File: src/rtl/mult_div_unit.sv
// ----------------------------------------------------------------------------
// mult_div_unit
//   Multicycle signed MULT/DIV unit that fills the HI/LO registers of a
//   multicycle MIPS datapath. The control unit starts an operation with
//   start/op and watches busy/done. Multiply uses radix-2 Booth recoding.
//   Divide is a restoring divide on the operand magnitudes, followed by a
//   sign fix-up cycle. Both retire one iteration per clock.
//
// Ports
//   clock     in   1      rising-edge clock
//   reset     in   1      asynchronous reset, active low
//   start     in   1      request, sampled only while idle
//   op        in   1      0 = MULT, 1 = DIV
//   a_in      in   WIDTH  multiplicand / dividend (two's complement)
//   b_in      in   WIDTH  multiplier / divisor (two's complement)
//   busy      out  1      operation in progress (MULT, DIV, FIX)
//   done      out  1      one-cycle completion pulse
//   div_zero  out  1      last DIV had a zero divisor; sticky until next start
//   hi_out    out  WIDTH  product high half / remainder
//   lo_out    out  WIDTH  product low half / quotient
// ----------------------------------------------------------------------------
module mult_div_unit #(
    parameter int WIDTH = 32
) (
    input  logic             clock,
    input  logic             reset,
    input  logic             start,
    input  logic             op,
    input  logic [WIDTH-1:0] a_in,
    input  logic [WIDTH-1:0] b_in,
    output logic             busy,
    output logic             done,
    output logic             div_zero,
    output logic [WIDTH-1:0] hi_out,
    output logic [WIDTH-1:0] lo_out
);

    localparam int CW = $clog2(WIDTH) + 1;

    typedef enum logic [2:0] {
        S_IDLE,
        S_MULT,
        S_DIV,
        S_FIX,
        S_DONE
    } state_t;

    // Shared datapath registers.
    //   MULT: acc = Booth accumulator (one guard bit), qr = multiplier,
    //         m = multiplicand, qm1 = Booth look-behind bit.
    //   DIV : acc = partial remainder, qr = |dividend| shifting into quotient,
    //         m = |divisor|.
    state_t           state_q,  state_d;
    logic [CW-1:0]    cnt_q,    cnt_d;
    logic [WIDTH:0]   acc_q,    acc_d;
    logic [WIDTH-1:0] qr_q,     qr_d;
    logic [WIDTH-1:0] m_q,      m_d;
    logic             qm1_q,    qm1_d;
    logic             a_neg_q,  a_neg_d;
    logic             b_neg_q,  b_neg_d;
    logic             dz_q,     dz_d;
    logic [WIDTH-1:0] hi_q,     hi_d;
    logic [WIDTH-1:0] lo_q,     lo_d;

    // Iteration helpers
    logic             last_step;
    logic [WIDTH:0]   m_sext;
    logic [WIDTH:0]   booth_sum;
    logic [WIDTH:0]   rem_shift;
    logic [WIDTH+1:0] rem_diff;
    logic [WIDTH-1:0] a_abs;
    logic [WIDTH-1:0] b_abs;

    // ------------------------------------------------------------------------
    // Next-state and datapath logic
    // ------------------------------------------------------------------------
    always_comb begin
        // NOTE: every signal driven here gets a default first, so that no
        // path through the case statement leaves one unassigned (a latch).
        state_d   = state_q;
        cnt_d     = cnt_q;
        acc_d     = acc_q;
        qr_d      = qr_q;
        m_d       = m_q;
        qm1_d     = qm1_q;
        a_neg_d   = a_neg_q;
        b_neg_d   = b_neg_q;
        dz_d      = dz_q;
        hi_d      = hi_q;
        lo_d      = lo_q;

        last_step = (cnt_q == CW'(WIDTH - 1));
        a_abs     = a_in[WIDTH-1] ? -a_in : a_in;
        b_abs     = b_in[WIDTH-1] ? -b_in : b_in;

        // Booth step: add/subtract the multiplicand based on the bit pair
        // {qr[0], qm1}. The extra accumulator bit absorbs the overflow of
        // adding or subtracting the most-negative multiplicand.
        m_sext = {m_q[WIDTH-1], m_q};
        case ({qr_q[0], qm1_q})
            2'b01:   booth_sum = acc_q + m_sext;
            2'b10:   booth_sum = acc_q - m_sext;
            default: booth_sum = acc_q;
        endcase

        // Restoring step: shift the next dividend bit into the remainder and
        // trial-subtract the divisor. The remainder can reach 2*|b|-1, so the
        // trial result is one bit wider again to expose the borrow.
        rem_shift = {acc_q[WIDTH-1:0], qr_q[WIDTH-1]};
        rem_diff  = {1'b0, rem_shift} - {2'b00, m_q};

        case (state_q)
            S_IDLE: begin
                if (start) begin
                    cnt_d   = '0;
                    dz_d    = 1'b0;
                    acc_d   = '0;
                    qm1_d   = 1'b0;
                    a_neg_d = a_in[WIDTH-1];
                    b_neg_d = b_in[WIDTH-1];
                    if (op) begin
                        qr_d    = a_abs;
                        m_d     = b_abs;
                        state_d = S_DIV;
                    end else begin
                        qr_d    = b_in;
                        m_d     = a_in;
                        state_d = S_MULT;
                    end
                end
            end

            S_MULT: begin
                // Arithmetic shift right of {acc, qr, qm1} after the add.
                acc_d = {booth_sum[WIDTH], booth_sum[WIDTH:1]};
                qr_d  = {booth_sum[0], qr_q[WIDTH-1:1]};
                qm1_d = qr_q[0];
                cnt_d = cnt_q + CW'(1);
                if (last_step) begin
                    // The product fits in 2*WIDTH bits, so the guard bit is
                    // only a sign copy and can be dropped.
                    hi_d    = booth_sum[WIDTH:1];
                    lo_d    = {booth_sum[0], qr_q[WIDTH-1:1]};
                    state_d = S_DONE;
                end
            end

            S_DIV: begin
                if (cnt_q == '0 && m_q == '0) begin
                    // Zero divisor: leave HI/LO untouched and raise the flag.
                    dz_d    = 1'b1;
                    state_d = S_DONE;
                end else begin
                    if (!rem_diff[WIDTH+1]) begin
                        acc_d = rem_diff[WIDTH:0];
                        qr_d  = {qr_q[WIDTH-2:0], 1'b1};
                    end else begin
                        acc_d = rem_shift;
                        qr_d  = {qr_q[WIDTH-2:0], 1'b0};
                    end
                    cnt_d = cnt_q + CW'(1);
                    if (last_step) begin
                        state_d = S_FIX;
                    end
                end
            end

            S_FIX: begin
                // The quotient is negative when the operand signs differ.
                // The remainder takes the sign of the dividend. The
                // most-negative / -1 case wraps naturally: magnitude 2^(W-1)
                // with no negation yields the same bit pattern.
                lo_d    = (a_neg_q ^ b_neg_q) ? -qr_q : qr_q;
                hi_d    = a_neg_q ? -acc_q[WIDTH-1:0] : acc_q[WIDTH-1:0];
                state_d = S_DONE;
            end

            S_DONE: begin
                state_d = S_IDLE;
            end

            default: begin
                state_d = S_IDLE;
            end
        endcase
    end

    // ------------------------------------------------------------------------
    // State registers
    // ------------------------------------------------------------------------
    always_ff @(posedge clock or negedge reset) begin
        if (!reset) begin
            state_q <= S_IDLE;
            cnt_q   <= '0;
            acc_q   <= '0;
            qr_q    <= '0;
            m_q     <= '0;
            qm1_q   <= 1'b0;
            a_neg_q <= 1'b0;
            b_neg_q <= 1'b0;
            dz_q    <= 1'b0;
            hi_q    <= '0;
            lo_q    <= '0;
        end else begin
            // NOTE: non-blocking assignments let every register sample the
            // values from before this edge, whatever the statement order.
            state_q <= state_d;
            cnt_q   <= cnt_d;
            acc_q   <= acc_d;
            qr_q    <= qr_d;
            m_q     <= m_d;
            qm1_q   <= qm1_d;
            a_neg_q <= a_neg_d;
            b_neg_q <= b_neg_d;
            dz_q    <= dz_d;
            hi_q    <= hi_d;
            lo_q    <= lo_d;
        end
    end

    // ------------------------------------------------------------------------
    // Outputs
    // ------------------------------------------------------------------------
    assign busy     = (state_q == S_MULT) || (state_q == S_DIV) || (state_q == S_FIX);
    assign done     = (state_q == S_DONE);
    assign div_zero = dz_q;
    assign hi_out   = hi_q;
    assign lo_out   = lo_q;

endmodule

File: config.mk
export PLATFORM = sky130hd
export DESIGN_NAME = mult_div_unit
export DESIGN_NICKNAME = d
export VERILOG_FILES = /design/src/rtl/mult_div_unit.sv
export SDC_FILE = /design/constraint.sdc
export NUM_CORES = 1
export LEC_CHECK = 0
export BUFFER_PORTS_ARGS = -buffer_cell sky130_fd_sc_hd__buf_2
export CAP_MARGIN = 20
export CORE_ASPECT_RATIO = 0.7
export CORE_MARGIN = 2
export CORE_UTILIZATION = 57
export CTS_CLUSTER_DIAMETER = 100
export CTS_CLUSTER_SIZE = 40
export DETAILED_ROUTE_END_ITERATION = 10
export PLACE_DENSITY = 0.74
export SYNTH_ARGS = -nofsm -noshare
export SYNTH_HDL_FRONTEND = slang
export SYNTH_SLANG_ARGS = --single-unit
File: constraint.sdc
create_clock -name clock -period 9 [get_ports clock]
set_input_delay 1.35 -clock clock [delete_from_list [all_inputs] [get_ports clock]]
set_output_delay 1.35 -clock clock [all_outputs]
set_load 0.02 [all_outputs]
==> flow_summary.toml <==
[yosys]
post_synth_instance_area_um2 = 15800
synth.lib_cells_used.distinct = 77
synth_async_sr_flop_share_pct = 100
syn_area_per_cell_um2 = 7.58
seq_area_frac_synth_pct = 27.6
ys_warn_count = 0
synthTopCellsByArea = "sky130_fd_sc_hd__dfrtp_1 28%, sky130_fd_sc_hd__o21ai_0 9.2%, sky130_fd_sc_hd__nand2_1 7.7%, sky130_fd_sc_hd__xor2_1 5.7%, sky130_fd_sc_hd__ha_1 5.7%"
netlist.top_cell.by_area = "sky130_fd_sc_hd__dfrtp_1"
synth_seq_cells = 174
synthCells = 2084
yosys.cell_count.top_type = "sky130_fd_sc_hd__nand2_1"
synth_enable_flop_cells = 0
synth_top_flop_cell = "sky130_fd_sc_hd__dfrtp_1"
synth_top_area_share_pct = 27.6
post_synth_most_frequent_cells = "324 x sky130_fd_sc_hd__nand2_1, 291 x sky130_fd_sc_hd__o21ai_0, 174 x sky130_fd_sc_hd__dfrtp_1"
mappedNetlistNets = 2226

[route]
drt_first_pass_iters = 6
aggregate_routed_wire_length_mm = 53.5
wl_per_cell_um = 21.5
drt_first_iter_violations = 1723
vias_per_cell = 6.52
route.vias.total = 16269
remaining_drc_errors = 0
detail-route-antenna-nets = 0

[clock_tree]
clockBufferDepth = 2
htree_num_levels = 4
clk_latency_ps = 460
clock_sinks = 174
cts_tree = "built"
clock_slew_at_the_register_clock_pins_of_the_worst_setup_and_hold_paths_ps = 70
post_cts_setup_driven_buffer_insertion_count = 0
cts_repair_resize_count = 0
cts_inserted_buffers = 17
cts-root-buf = "sky130_fd_sc_hd__clkbuf_16"
ctsHoldBuffers = 0

[timing]
grt_setup_unrepaired = "no"
share_of_the_clock_period_used_by_the_worst_path_pct = 58.5
fin_setup_tns_ps = 0
finalWorstSetupSlack_ps = 3730
max_clock_freq_ghz = 0.190
report.final.slew_viol_count = 0
fin_clk_skew_ps = 12.5
final_hold_violations = 0
min_tclk_post_route_ps = 5270
worstMarginPinSlew_ps = 1180
setup_violations = 0
slew_headroom_pct = 21.4

[placement]
placed_wire_length_estimate_mm = 39.5
numPortBuffers = 134
post-place-cells = 2460
placement.setup.worst_slack_ps = 3670
final_weighted_congestion_in_routability_driven_placement = 1.01

[floorplan]
core-area_um2 = 27000
pin_count = 135
num_rows = 50
die_width_um = 203
die_area_um2 = 29100
starting_utilization_of_the_core_area_pct = 58.6
die_h_um = 143

[worst_setup_path]
worst_r2r_path_depth = 16
end_kind = "flip-flop"
worst_ep_arrival_time_ps = 5590
cp_cell_sequence = "inv_1, ha_1, or4b_2, or4_1, nor3b_1, nor2_1, xnor2_1, ha_1, and3_1, a311oi_1, o21ai_0, o31a_1, o21ai_0, nand4b_1, mux2i_1, o211ai_1"
cp_slowest_stage_delay_ps = 610
worstSetupStartpointType = "flip-flop"
worst_path_max_delay_cell = "sky130_fd_sc_hd__or4b_2"
critical_path_data_required_time_ps = 9320
critPathMaxFanout = 8
worst-setup-path-type = "flip-flop to flip-flop"

[grt]
antenna_found_initial = 1
grt_pass1_wl_mm = 83.4
grt-ovfl-total = 0
grt_start_max_net_pins = 108
overall_global_routing_usage_pct = 37.0
vias_in_the_first_global_route = 14479

[cells_and_area]
layout.cells.non_filler = 2496
synthToLayoutAreaGrowth_pct = 8.54
number_of_nets_in_the_final_layout = 2260
layout-drive-gt1-share_pct = 10.2
multi_input_area_um2 = 10700
sequential_cell_area_um2 = 4350
nFillCells = 2406

[power]
leakagePower_nw = 7.56
power-per-cell-area_nw_per_um2 = 439
ir_worst_vdd_mv = 0.240

[run]
maxCapViolCount = 0

[worst_hold_path]
worst_hold_path_type = "flip-flop to flip-flop"
timing.hold.worst_path_depth = 2

[outcome]
outcome = "complete, no violations"
==> path summary, 6_finish.rpt <==
| check | start | end | slack (ps) |
|---|---|---|---|
| setup / recovery | m_q[1]$_DFFE_PN0P_ | acc_q[31]$_DFFE_PN0P_ | 3730 |
| hold / removal | lo_out[14]$_DFFE_PN0P_ | lo_out[14]$_DFFE_PN0P_ | 460 |
| setup reg to reg | m_q[1]$_DFFE_PN0P_ | acc_q[31]$_DFFE_PN0P_ | 3730 |
| hold reg to reg | lo_out[14]$_DFFE_PN0P_ | lo_out[14]$_DFFE_PN0P_ | 460 |
| max in group asynchronous | reset | qr_q[16]$_DFFE_PN0P_ | 6810 |
| min in group asynchronous | reset | hi_out[24]$_DFFE_PN0P_ | 1000 |
==> stage by stage <==
step	area, µm²	utilization, %	power [mW]	hold slack, ps
after floorplan	15800	-	5.25	469
final	17100	63.6	7.52	462
after global placement	16500	61.4	6.56	446
after global routing	17100	63.6	8.11	485
after CTS	17100	63.4	7.39	466
after detailed placement	16500	61.4	6.64	450
==> critical path: cells and delay by family (launching register included) <==
| family | cells | cell delay (ps) |
|---|---|---|
| mux | 1 | 250 |
| buf+inv | 1 | 110 |
| compound gates | 5 | 1150 |
| xor+xnor | 1 | 160 |
| simple gates | 6 | 2260 |
| flops | 1 | 430 |
| fa+ha+maj | 2 | 760 |
==> area by class of cell <==
type                       instances  share of cell area [%]
clock inverter                    13                   0.628
antenna                            1                  0.0146
timing repair buffer             158                    5.12
sequential                       174                    25.4
tap                              364                    2.66
clock buffer                      19                    2.58
multi-input combinational       1704                    62.2
inverter                          63                    1.38
==> cells in the final DEF (no fill, tap or decap), types with 10 or more instances in the layout <==
cell	instances
sky130_fd_sc_hd__o41ai_1	18
sky130_fd_sc_hd__clkbuf_16	17
sky130_fd_sc_hd__xnor2_1	93
sky130_fd_sc_hd__o21bai_1	10
sky130_fd_sc_hd__a21o_1	35
sky130_fd_sc_hd__nand3_1	32
sky130_fd_sc_hd__nor2_1	140
sky130_fd_sc_hd__buf_4	23
sky130_fd_sc_hd__buf_2	133
sky130_fd_sc_hd__or3_1	21
sky130_fd_sc_hd__ha_1	71
sky130_fd_sc_hd__nor2b_1	13
sky130_fd_sc_hd__nand2b_1	19
sky130_fd_sc_hd__nand2_1	323
sky130_fd_sc_hd__xor2_1	103
sky130_fd_sc_hd__nor4_1	17
sky130_fd_sc_hd__o31ai_1	28
sky130_fd_sc_hd__o21a_1	17
sky130_fd_sc_hd__or4_1	18
sky130_fd_sc_hd__o21ai_0	290
sky130_fd_sc_hd__nand4_1	16
sky130_fd_sc_hd__a22oi_1	17
sky130_fd_sc_hd__mux2i_1	33
sky130_fd_sc_hd__and3_1	10
sky130_fd_sc_hd__a31oi_1	33
sky130_fd_sc_hd__o211ai_1	21
sky130_fd_sc_hd__a211oi_1	34
sky130_fd_sc_hd__nor3_1	28
sky130_fd_sc_hd__a21oi_1	113
sky130_fd_sc_hd__inv_1	63
sky130_fd_sc_hd__dfrtp_1	174
sky130_fd_sc_hd__a221oi_1	33
==> layer usage <==
metal	GRT usage, %	share of wire [%]	wire (µm)	up-vias
li1	-	-	-	7600
met2	51.8	40	21700	909
met1	55.2	45	24200	7668
met3	10.4	12	6610	92
met5	0	0	0	-
met4	9.57	2.0	1060	0
==> power by group <==
part	switching (mW)	total (mW)	internal, mW
combinational	3.23	5.15	1.93
clock	0.357	0.724	0.367
sequential	0.526	1.64	1.11
==> state kept, by name (all words and copies together), names as in the netlist <==
register,cells
m_q,32
cnt_q,6
qm1_q,1
lo_out,32
acc_q,33
div_zero,1
hi_out,32
state_q,3
b_neg_q,1
a_neg_q,1
qr_q,32
==> cell families after synthesis <==
| family | after synthesis | synth area share [%] |
|---|---|---|
| xor gates and xnor gates | 196 | 10.9 |
| and+or+nand+nor | 678 | 19.7 |
| AOI/OAI and AO/OA | 718 | 28.3 |
| DFF | 174 | 27.6 |
| buffers and inverters | 206 | 5.06 |
| adders and majority gates | 74 | 5.96 |
| muxes | 38 | 2.45 |
Power figures use the tool's default switching activity.
